==> config.mk <==
export PLATFORM = sky130hd
export DESIGN_NAME = sseg_mux_driver
export DESIGN_NICKNAME = d
export VERILOG_FILES = /design/src/rtl/sseg_mux_driver.sv
export SDC_FILE = /design/constraint.sdc
export NUM_CORES = 1
export LEC_CHECK = 0
export ABC_AREA = 1
export CAP_MARGIN = 10
export CELL_PAD_IN_SITES_DETAIL_PLACEMENT = 1
export CELL_PAD_IN_SITES_GLOBAL_PLACEMENT = 1
export CORE_ASPECT_RATIO = 0.75
export CORE_MARGIN = 4
export CORE_UTILIZATION = 40
export CTS_BUF_LIST = sky130_fd_sc_hd__clkbuf_4
export CTS_CLUSTER_DIAMETER = 200
export CTS_CLUSTER_SIZE = 16
export DETAILED_ROUTE_END_ITERATION = 7
export HOLD_SLACK_MARGIN = 0.15
export PLACE_DENSITY = 0.81
export SKIP_CTS_REPAIR_TIMING = 1
export SYNTH_ARGS = -nofsm -noshare
export SYNTH_HDL_FRONTEND = slang
export SYNTH_SLANG_ARGS = --single-unit
==> constraint.sdc <==
create_clock -name clock -period 3.5 [get_ports clock]
set_input_delay 0.7 -clock clock [delete_from_list [all_inputs] [get_ports clock]]
set_output_delay 0.7 -clock clock [all_outputs]
set_load 0.02 [all_outputs]
==> src/rtl/sseg_mux_driver.sv <==
// Multiplexed seven-segment driver: scans NUM_DIGITS active-low digits with a
// double-buffered display register. Define SSEG_LZB_EN for leading-zero blanking.
module sseg_mux_driver #(
  parameter int NUM_DIGITS = 4,
  parameter int CLK_DIV    = 50000
) (
  input  logic                    clock,
  input  logic                    reset,
  input  logic [4*NUM_DIGITS-1:0] value,
  input  logic                    neg,
  input  logic                    load,
  input  logic                    enable,
  output logic [6:0]              segs,
  output logic [NUM_DIGITS-1:0]   an,
  output logic                    pending
);

  localparam int PW = (CLK_DIV > 1) ? $clog2(CLK_DIV) : 1;
  localparam int IW = (NUM_DIGITS > 1) ? $clog2(NUM_DIGITS) : 1;
  localparam logic [PW-1:0] PRESC_TC  = PW'(CLK_DIV - 1);
  localparam logic [IW-1:0] IDX_LAST  = IW'(NUM_DIGITS - 1);
  localparam logic [6:0]    SEG_MINUS = 7'h3F;
  localparam logic [6:0]    SEG_BLANK = 7'h7F;

  function automatic logic [6:0] hex7(input logic [3:0] n);
    logic [6:0] s;
    case (n)
      4'h0: s = 7'h40;
      4'h1: s = 7'h79;
      4'h2: s = 7'h24;
      4'h3: s = 7'h30;
      4'h4: s = 7'h19;
      4'h5: s = 7'h12;
      4'h6: s = 7'h02;
      4'h7: s = 7'h78;
      4'h8: s = 7'h00;
      4'h9: s = 7'h18;
      4'hA: s = 7'h08;
      4'hB: s = 7'h03;
      4'hC: s = 7'h46;
      4'hD: s = 7'h21;
      4'hE: s = 7'h06;
      default: s = 7'h0E;
    endcase
    return s;
  endfunction

  logic [PW-1:0]           presc;
  logic [IW-1:0]           idx;
  logic [4*NUM_DIGITS-1:0] shadow_val;
  logic                    shadow_neg;
  logic [4*NUM_DIGITS-1:0] active_val;
  logic                    active_neg;
  logic                    tc;
  logic                    commit;
  logic [3:0]              nibble;
  logic [6:0]              digit_segs;
  logic [NUM_DIGITS-1:0]   an_next;

  assign tc     = (presc == PRESC_TC);
  assign commit = tc && (idx == IDX_LAST);

  // Scan timebase: runs regardless of enable so the digit phase never slips.
  always_ff @(posedge clock or posedge reset) begin
    if (reset) begin
      presc <= '0;
      idx   <= '0;
    end else if (tc) begin
      presc <= '0;
      idx   <= (idx == IDX_LAST) ? '0 : idx + 1'b1;
    end else begin
      presc <= presc + 1'b1;
    end
  end

  // Double buffer: active only changes at the end of a frame, so no tearing.
  always_ff @(posedge clock or posedge reset) begin
    if (reset) begin
      shadow_val <= '0;
      shadow_neg <= 1'b0;
      active_val <= '0;
      active_neg <= 1'b0;
      pending    <= 1'b0;
    end else begin
      if (commit) begin
        active_val <= shadow_val;
        active_neg <= shadow_neg;
      end
      if (load) begin
        shadow_val <= value;
        shadow_neg <= neg;
        pending    <= 1'b1;
      end else if (commit) begin
        pending    <= 1'b0;
      end
    end
  end

  assign nibble = active_val[{idx, 2'b00} +: 4];

`ifdef SSEG_LZB_EN
  logic [IW-1:0] msd;
  logic [IW-1:0] minus_pos;

  always_comb begin
    msd = '0;
    for (int i = 1; i < NUM_DIGITS; i++) begin
      if (active_val[4*i +: 4] != 4'h0) msd = IW'(i);
    end
  end

  // Minus sits just left of the leading digit unless the display is full.
  assign minus_pos = (msd == IDX_LAST) ? IDX_LAST : msd + 1'b1;

  always_comb begin
    if (active_neg && (idx == minus_pos)) digit_segs = SEG_MINUS;
    else if (idx > msd)                   digit_segs = SEG_BLANK;
    else                                  digit_segs = hex7(nibble);
  end
`else
  always_comb begin
    if (active_neg && (idx == IDX_LAST)) digit_segs = SEG_MINUS;
    else                                 digit_segs = hex7(nibble);
  end
`endif

  always_comb begin
    an_next      = '1;
    an_next[idx] = 1'b0;
  end

  always_ff @(posedge clock or posedge reset) begin
    if (reset) begin
      segs <= SEG_BLANK;
      an   <= '1;
    end else if (!enable) begin
      segs <= SEG_BLANK;
      an   <= '1;
    end else begin
      segs <= digit_segs;
      an   <= an_next;
    end
  end

endmodule
# Yosys cells after proc, flatten, opt, wreduce, memory -nomap -nowiden
# Memories as Yosys holds them, arrays and structs flattened.
# Cells that the tools add are included.
# Widths: inputs -> output; s select.
# word_totals
register_bits	64
romBits	112
input_bits	21
output_inout_bits	12
elab_cells	31
memories	1
# classes
n_addsub	2
n_lt_le_gt_ge	2
n_eq_ne	2
shift	1
n_mux	9
n_bitwise	1
reduce_logical	4
# memory_table
memory	depth	word_bits	rd	rd_clocked_by_memory_dff	wr	line	rtl
(name not given)	16	7	1	0	0	27	case (n)
# ops
op	n
$add 16x1->16 const B	1
$eq 16x16->1 const B	1
$mux 16	1
$shiftx 16x5->4	1
$mux 7	2
$mux 4	1
$not 4->4	1
$logic_and 1x1->1	3
$lt 2x3->1 const B	1
$mux 1	3
$add 2x1->2 const B	1
$demux 1 s2	1
$eq 2x2->1 const B	1
$ge 2x1->1 const B	1
$mux 2	1
$reduce_bool 2->1	1

# Depth between registers and ports, before layout
# Gate-level depths: netlist of the first run.
# depth
word_depth	6
mapped_depth	11
depth_no_buf	10

# Worst setup path before layout of the first run
# No wires, ideal clock.
# synth_timing
path_kind	reg2reg
from	register idx[0]
to	register segs[0]
setup_ns	0.060
arrival_ns	1.445
required_time_ns	3.440
path_slack_ns	1.995
stages_incl_launch_ff	12
n_path_buf	1
synth_period_minus_slack_ns	1.505
cell_sequence	dfrtp_1 buf_4 inv_4 nand2_1 nand3_1 nand2_1 inv_1 ha_1 inv_1 nor2_1 a21oi_2 nand2_1
# synth_via
elab_chain_cells	4
elab_cells_between_ends	6
cone_classes	eq/ne: 1; shift: 1; mux: 2; reduce/logical: 1; memory: 1
# synth_rtl
item	line	rtl
start: declaration	49	logic [IW-1:0] idx;
start signal: assignment	70	idx <= (idx == IDX_LAST) ? '0 : idx + 1'b1;
$shiftx 16x5->4 / $eq 2x2->1 (equally long branches)	99, 122	
$mem_v2 16x7 / $logic_and 1x1->1 (equally long branches)	-	
$mux 7 (*)	122	if (active_neg && (idx == IDX_LAST)) digit_segs = SEG_MINUS;
$mux 7 (*)	136	end else if (!enable) begin
end signal: assignment	140	segs <= digit_segs;
end: declaration	13	output logic [6:0] segs,
# Every way passes the cells marked *; elsewhere a longest branch is shown, timed or not.
# A chain may end at the register's enable or synchronous reset.

# Worst setup path in the final report of the first run
# layout_timing
from	register segs[2]
to	output port segs[2]
# No word-level cell between the ends.

==> summary.md, run 1 <==
| Metric | Value |
|---|---|
| Status | `finished, final reports clean` |
| Ports | `33` |
| Final period util | `a little under two thirds` |
| Worst skew pair latency | `0.40 ns` |
| Setup CP Type | `register to primary output` |
| Max Cap Viol | `0` |
| Largest net degree at the start of global routing | `36` |
| Synth cell types | `28` |
| Placed Instances | `between 400 and 500` |
| DRT Wirelength | `6870 um` |
| Cells along the critical path | `clkdlybuf4s50_1` |
| CTS HTree Levels | `3` |
| HP Class | `register to register` |
| Bufs on Longest Clock Path | `2` |
| Initial antenna violation count | `0` |
| Clk slew on worst S/H paths | `approximately 0.10 ns` |
| IO buf count | `32` |
| Die W | `111 um` |
| Crit-path max FO | `1` |
| Area grow syn2layout | `16.6%` |
| Warnings from Yosys | `0` |
| CP arrival | `1.52 ns` |
| Nature of the critical path startpoint | `register` |
| Pwr per Cell Area | `359 mW/mm^2` |
| Post-Syn Instances | `between 300 and 400` |
| Final Setup Violations | `0` |
| First-pass GRT wire length | `12000 um` |
| N_diodes | `0` |
| Via count | `2391` |
| Flops & latches, synth | `64` |
| Post-layout instance count excluding filler cells | `499` |
| DR pass1 iterations | `4` |
| Drt drc | `0` |
| # fillers | `907` |
| Worst Path Buf+Inv | `1` |
| Vias in the first global route | `approximately 2500` |
| Leak | `1.75 nW` |
| CTS Root Cell | `clkbuf_4` |
| Vias per std cell | `roughly 4.8` |
| Critical path endpoint category | `primary output` |
| Num CTS Buffers | `9` |
| Hold_ws | `~0.5 ns` |
| # rows | `27` |
| Syn Area/Cell | `8.84 um^2` |
| Setup tns final | `0 ns` |
| Sequential area share after synthesis | `51.2%` |
| DRT iter0 DRCs | `70` |
| Initial core utilization | `a little over two fifths` |
| RSZ-0062 raised after global routing | `no` |
| ANT nets after route | `0` |
| Crit-path max cell delay | `0.60 ns` |
| Die Y | `84.9 um` |
| Core Box Area | `0.00750 mm^2` |
| Wirelength per Cell | `between 10 and 15 um` |
| Clk sinks | `64` |
| Final Slew Violations | `0` |
| Relative slew slack | `around 33%` |
| Die area | `0.00939 mm^2` |
| Syn_nets | `389` |
| Actual slew at the worst max-slew pin | `0.998 ns` |
| Clock skew | `0.0156 ns` |
| GR Overflow Total | `0` |
| Share of cells above drive strength 1 | `19.3%` |
| DPL Wire Length | `5200 um` |
| CTS tree | `built` |
| Cell area after synthesis | `0.00316 mm^2` |
| CP required | `2.80 ns` |
| Slowest cell on the critical path | `clkdlybuf4s50_1` |
| Total GRT Usage | `between 10% and 20%` |
| Delay-heaviest family, CP | `buffers and inverters` |
| Peak VDD IR | `0.000216 V` |
| GPL Wtd Cong | `around 0.84` |
| Nets@finish | `426` |
| Fmax | `approximately 0.45 GHz` |
| Fin. Hold Viols | `0` |
| Crit path time final | `approximately 2.2 ns` |
sequential cells by signal, indices dropped and copies added (netlist names):
name and cells:
active_val 16, shadow_neg 1, pending 1, idx 2, active_neg 1, segs 7, shadow_val 16, presc 16
an 4
per-layer routing:
| layer | vias to the layer above | GRT usage [%] | wire length [um] |
|---|---|---|---|
| li1 | 1195 | - | - |
| met3 | 8 | 4.85 | 262 |
| met4 | 0 | 4.36 | 76 |
| met1 | 1148 | 20.4 | 3370 |
| met5 | - | 0 | 0 |
| met2 | 40 | 25.0 | 3170 |
power breakdown:
group	total [mW]	internal, mW	switching, mW	leakage (nW)
clock network	0.462	0.205	0.257	0.0681
registers	0.769	0.764	0.00542	0.806
logic	0.0908	0.0376	0.0532	0.874
total	1.32	1.01	0.316	1.75
through the flow:
| step | worst slack (ns) | power, mW | cell area, um^2 | utilization (%) |
|---|---|---|---|---|
| 2_1_floorplan | 1.22 | 0.829 | 3160 | - |
| 3_3_place_gp | 1.35 | 0.872 | 3560 | 47.5 |
| 3_5_place_dp | 1.21 | 0.877 | 3560 | 47.5 |
| 4_1_cts | 1.25 | 1.34 | 3680 | 49.1 |
| 5_1_grt | 1.21 | 1.39 | 3680 | 49.1 |
| 6_report | 1.28 | 1.32 | 3680 | 49.1 |
final cells by class:
| cell class | instances | area [um^2] | area share (%) |
|---|---|---|---|
| sequential | 64 | 1620 | 43.9 |
| tap | 101 | 126 | 3.43 |
| clock inverter | 6 | 51.3 | 1.39 |
| multi-input combinational | 234 | 1290 | 35.1 |
| inverter | 51 | 194 | 5.27 |
| timing repair buffer | 34 | 335 | 9.11 |
| clock buffer | 9 | 67.6 | 1.84 |
cell families (layout without fill, tap and decap cells):
family | Yosys count | after routing | synth area share [%]
compound gates | 47 | 47 | 9.71
fa+ha+maj | 11 | 11 | 4.36
buf+inv | 59 | 100 | 7.93
xor+xnor | 7 | 7 | 1.94
flops | 64 | 64 | 51.2
simple gates | 169 | 169 | 24.9
synthesized netlist by cell type, drive strengths merged:
| cell type | n | area (um^2) |
|---|---|---|
| nand3 | 36 | 203 |
| dfstp | 11 | 289 |
| ha | 11 | 138 |
| a21o | 1 | 8.76 |
| o21ai | 40 | 264 |
| xor2 | 7 | 61.3 |
| nor3 | 2 | 10.0 |
| nor2 | 31 | 145 |
| dfrtp | 53 | 1330 |
| nand4 | 4 | 25.0 |
| clkbuf | 4 | 15.0 |
| inv | 51 | 194 |
| nand2 | 95 | 397 |
| or2 | 1 | 6.26 |
| buf | 4 | 41.3 |
| a21oi | 6 | 33.8 |
path summary, 6_finish.rpt:
| check | from | end | slack, ns | cells after the start |
|---|---|---|---|---|
| max reg2reg | presc[0]$_DFF_PP0_ | pending$_DFFE_PP0P_ | 1.51 | 7 |
| min in group asynchronous | reset | active_val[9]$_DFFE_PP0P_ | 0.58 | 2 |
| max | segs[2]$_DFF_PP1_ | segs[2] | 1.28 | 1 |
| max in group asynchronous | reset | segs[6]$_DFF_PP1_ | 2.19 | 3 |
| min | active_val[11]$_DFFE_PP0P_ | active_val[11]$_DFFE_PP0P_ | 0.50 | 2 |
| min reg2reg | active_val[11]$_DFFE_PP0P_ | active_val[11]$_DFFE_PP0P_ | 0.50 | 2 |
tightest hold or removal path, cell delays in order, from the launching register on:
cell and delay (ns):
dfrtp_1 0.37, nand2_2 0.06, o21ai_2 0.04
cells in the final DEF (no fill, tap or decap):
master	Yosys	routed
o21ai_0	22	22
bufinv_16	0	1
or2_2	1	1
inv_1	43	42
clkdlybuf4s50_1	0	32
nor2_1	27	27
xor2_1	7	7
dfrtp_1	53	53
o21ai_1	1	1
a21oi_1	5	5
clkinv_1	0	3
nand3_4	1	1
clkbuf_4	0	9
a21o_2	1	1
nand2_2	16	16
nor3_1	2	2
nor2_8	1	1
inv_2	7	8
nand3_2	2	2
nand4_1	4	4
a21oi_2	1	1
dfstp_2	11	11
clkinv_2	0	2
nor2_2	2	2
inv_4	1	1
ha_1	11	11
nand3_1	33	33
buf_4	1	2
o21ai_2	17	17
nor2_4	1	1
nand2_1	79	79
No activity file was read; power rests on OpenSTA's default activity.
==> run 2, diff against run 1 <==
- clock period: 3.5 -> 2.3 ns (I/O delays scaled with it)
==> summary.md, run 2 (synthesis results as in run 1) <==
| Metric | Value |
|---|---|
| Int Pwr | `between 1.5 and 2 mW` |
| ANT nets after route | `0` |
| Relative slew slack | `a little under three quarters` |
| Via count | `approximately 2400` |
| Final Slew Violations | `0` |
| GR Overflow Total | `0` |
| First-pass GRT wire length | `12200 um` |
| Post-layout instance count excluding filler cells | `501` |
| Reg power frac | `57.0%` |
| Crit-path max cell delay | `around 0.6 ns` |
| Most frequent cells in the layout | `nand2_1 (79), dfrtp_1 (53), inv_1 (42)` |
| GPL Wtd Cong | `0.821` |
| Pwr per Cell Area | `553 mW/mm^2` |
| # rows | `27` |
| Wirelength per Cell | `roughly 14 um` |
| Setup CP Type | `register to primary output` |
| Fin. Hold Viols | `0` |
| Max Cap Viol | `0` |
| Die area | `0.00939 mm^2` |
| DRT Wirelength | `6920 um` |
| Crit path time final | `1.99 ns` |
| Num CTS Buffers | `9` |
| RSZ-0062 raised after global routing | `no` |
| Share of cells above drive strength 1 | `between 20% and 30%` |
| Clk pwr share | `36.3%` |
| Die W | `about 110 um` |
| CTS HTree Levels | `3` |
| Ports | `33` |
| Bufs on Longest Clock Path | `2` |
| Area grow syn2layout | `17.8%` |
| Sw Share | `25.0%` |
| N_diodes | `0` |
| Die Y | `84.9 um` |
| Setup tns final | `0 ns` |
| DPL Wire Length | `5120 um` |
| Actual slew at the worst max-slew pin | `0.427 ns` |
| Final Setup Violations | `0` |
| CTS tree | `built` |
| IO buf count | `32` |
| Cells along the critical path | `clkdlybuf4s50_1` |
| Peak VDD IR | `roughly 0.00028 V` |
| Fmax | `0.502 GHz` |
| Delay-heaviest family, CP | `buffers and inverters` |
| Utilization after layout | `49.6%` |
| Leak | `about 1.8 nW` |
| CTS Root Cell | `clkbuf_4` |
| Psw | `0.514 mW` |
| Nature of the critical path startpoint | `register` |
| Clk sinks | `64` |
| Worst skew pair latency | `0.41 ns` |
| Drt drc | `0` |
| Comb pwr share | `6.8%` |
| Final period util | `about 87%` |
| DRT iter0 DRCs | `39` |
| Placed Instances | `486` |
| Initial core utilization | `~42%` |
| HP Class | `primary input to async pin` |
| Largest net degree at the start of global routing | `65` |
| Nets@finish | `428` |
| Clock skew | `between 0.01 and 0.015 ns` |
| Crit-path max FO | `1` |
| Worst Path Buf+Inv | `1` |
| CP required | `between 1.5 and 2 ns` |
| Setup ws final | `a little over 0.3 ns` |
| DP Worst Slack | `~0.44 ns` |
| Slowest cell on the critical path | `clkdlybuf4s50_1` |
| Core Box Area | `~0.0075 mm^2` |
| Critical path endpoint category | `primary output` |
| Top flop regs | `active_val x16, presc x16, shadow_val x16` |
| Commonest non-fill, non-tap cell in the layout | `nand2_1` |
| DR pass1 iterations | `4` |
| Clk slew on worst S/H paths | `~0.11 ns` |
| Total GRT Usage | `16.0%` |
| Initial antenna violation count | `0` |
| Status | `finished, final reports clean` |
| CP arrival | `1.53 ns` |
| Vias in the first global route | `2539` |
| Vias per std cell | `4.76` |
run 2: final timing paths:
| check | cells after the start | from | to | slack [ns] |
|---|---|---|---|---|
| min | 3 | reset | pending$_DFFE_PP0P_ | 0.42 |
| min in group clock | 2 | active_val[15]$_DFFE_PP0P_ | active_val[15]$_DFFE_PP0P_ | 0.50 |
| max reg2reg | 10 | idx[0]$_DFFE_PP0N_ | segs[5]$_DFF_PP1_ | 0.42 |
| max in group asynchronous | 3 | reset | segs[3]$_DFF_PP1_ | 1.55 |
| max | 1 | segs[1]$_DFF_PP1_ | segs[1] | 0.31 |
| min reg2reg | 2 | active_val[15]$_DFFE_PP0P_ | active_val[15]$_DFFE_PP0P_ | 0.50 |
run 2: metal layers:
metal | vias up | wire, um | GRT usage [%]
li1 | 1203 | - | -
met1 | 1137 | 3390 | 20.6
met2 | 38 | 3160 | 25.9
met3 | 8 | 272 | 4.42
met4 | 0 | 95 | 5.93
met5 | - | 0 | 0
run 2: layout make-up:
cell class	instances	area, um^2
clock buffer	9	67.6
clock inverter	6	61.3
timing repair buffer	36	363
sequential	64	1620
fill	893	3780
multi-input combinational	234	1290
inverter	51	194
tap	101	126
run 2: power groups by stage:
| stage | sequential (mW) | combinational (mW) | clock (mW) |
|---|---|---|---|
| after floorplan | 1.20 | 0.0616 | 0 |
| after global placement | 1.19 | 0.139 | 0 |
| after detailed placement | 1.19 | 0.143 | 0 |
| after CTS | 1.17 | 0.144 | 0.770 |
| after global routing | 1.18 | 0.159 | 0.829 |
| final | 1.17 | 0.139 | 0.745 |
run 2: metrics by stage:
stage | instance area [um^2] | hold WS [ns] | power [mW]
after floorplan | 3160 | 0.451 | 1.26
after global placement | 3590 | 0.473 | 1.33
after detailed placement | 3590 | 0.482 | 1.34
after CTS | 3720 | 0.414 | 2.09
after global routing | 3720 | 0.423 | 2.16
final | 3720 | 0.421 | 2.06
run 2: worst reg2reg max path, cell delays in order (launching register included):
cell,delay (ns)
dfrtp_1,0.62
inv_4,0.13
nand2_1,0.09
nand3_1,0.07
nand2_1,0.17
inv_1,0.13
ha_1,0.24
inv_1,0.11
nor2_1,0.06
a21oi_2,0.14
nand2_1,0.06
==> run 3, diff against run 2 <==
- CTS_CLUSTER_SIZE: 16 -> 28
==> results of run 3 <==
No change in the layout: final DEF, timing and power equal those of run 2.
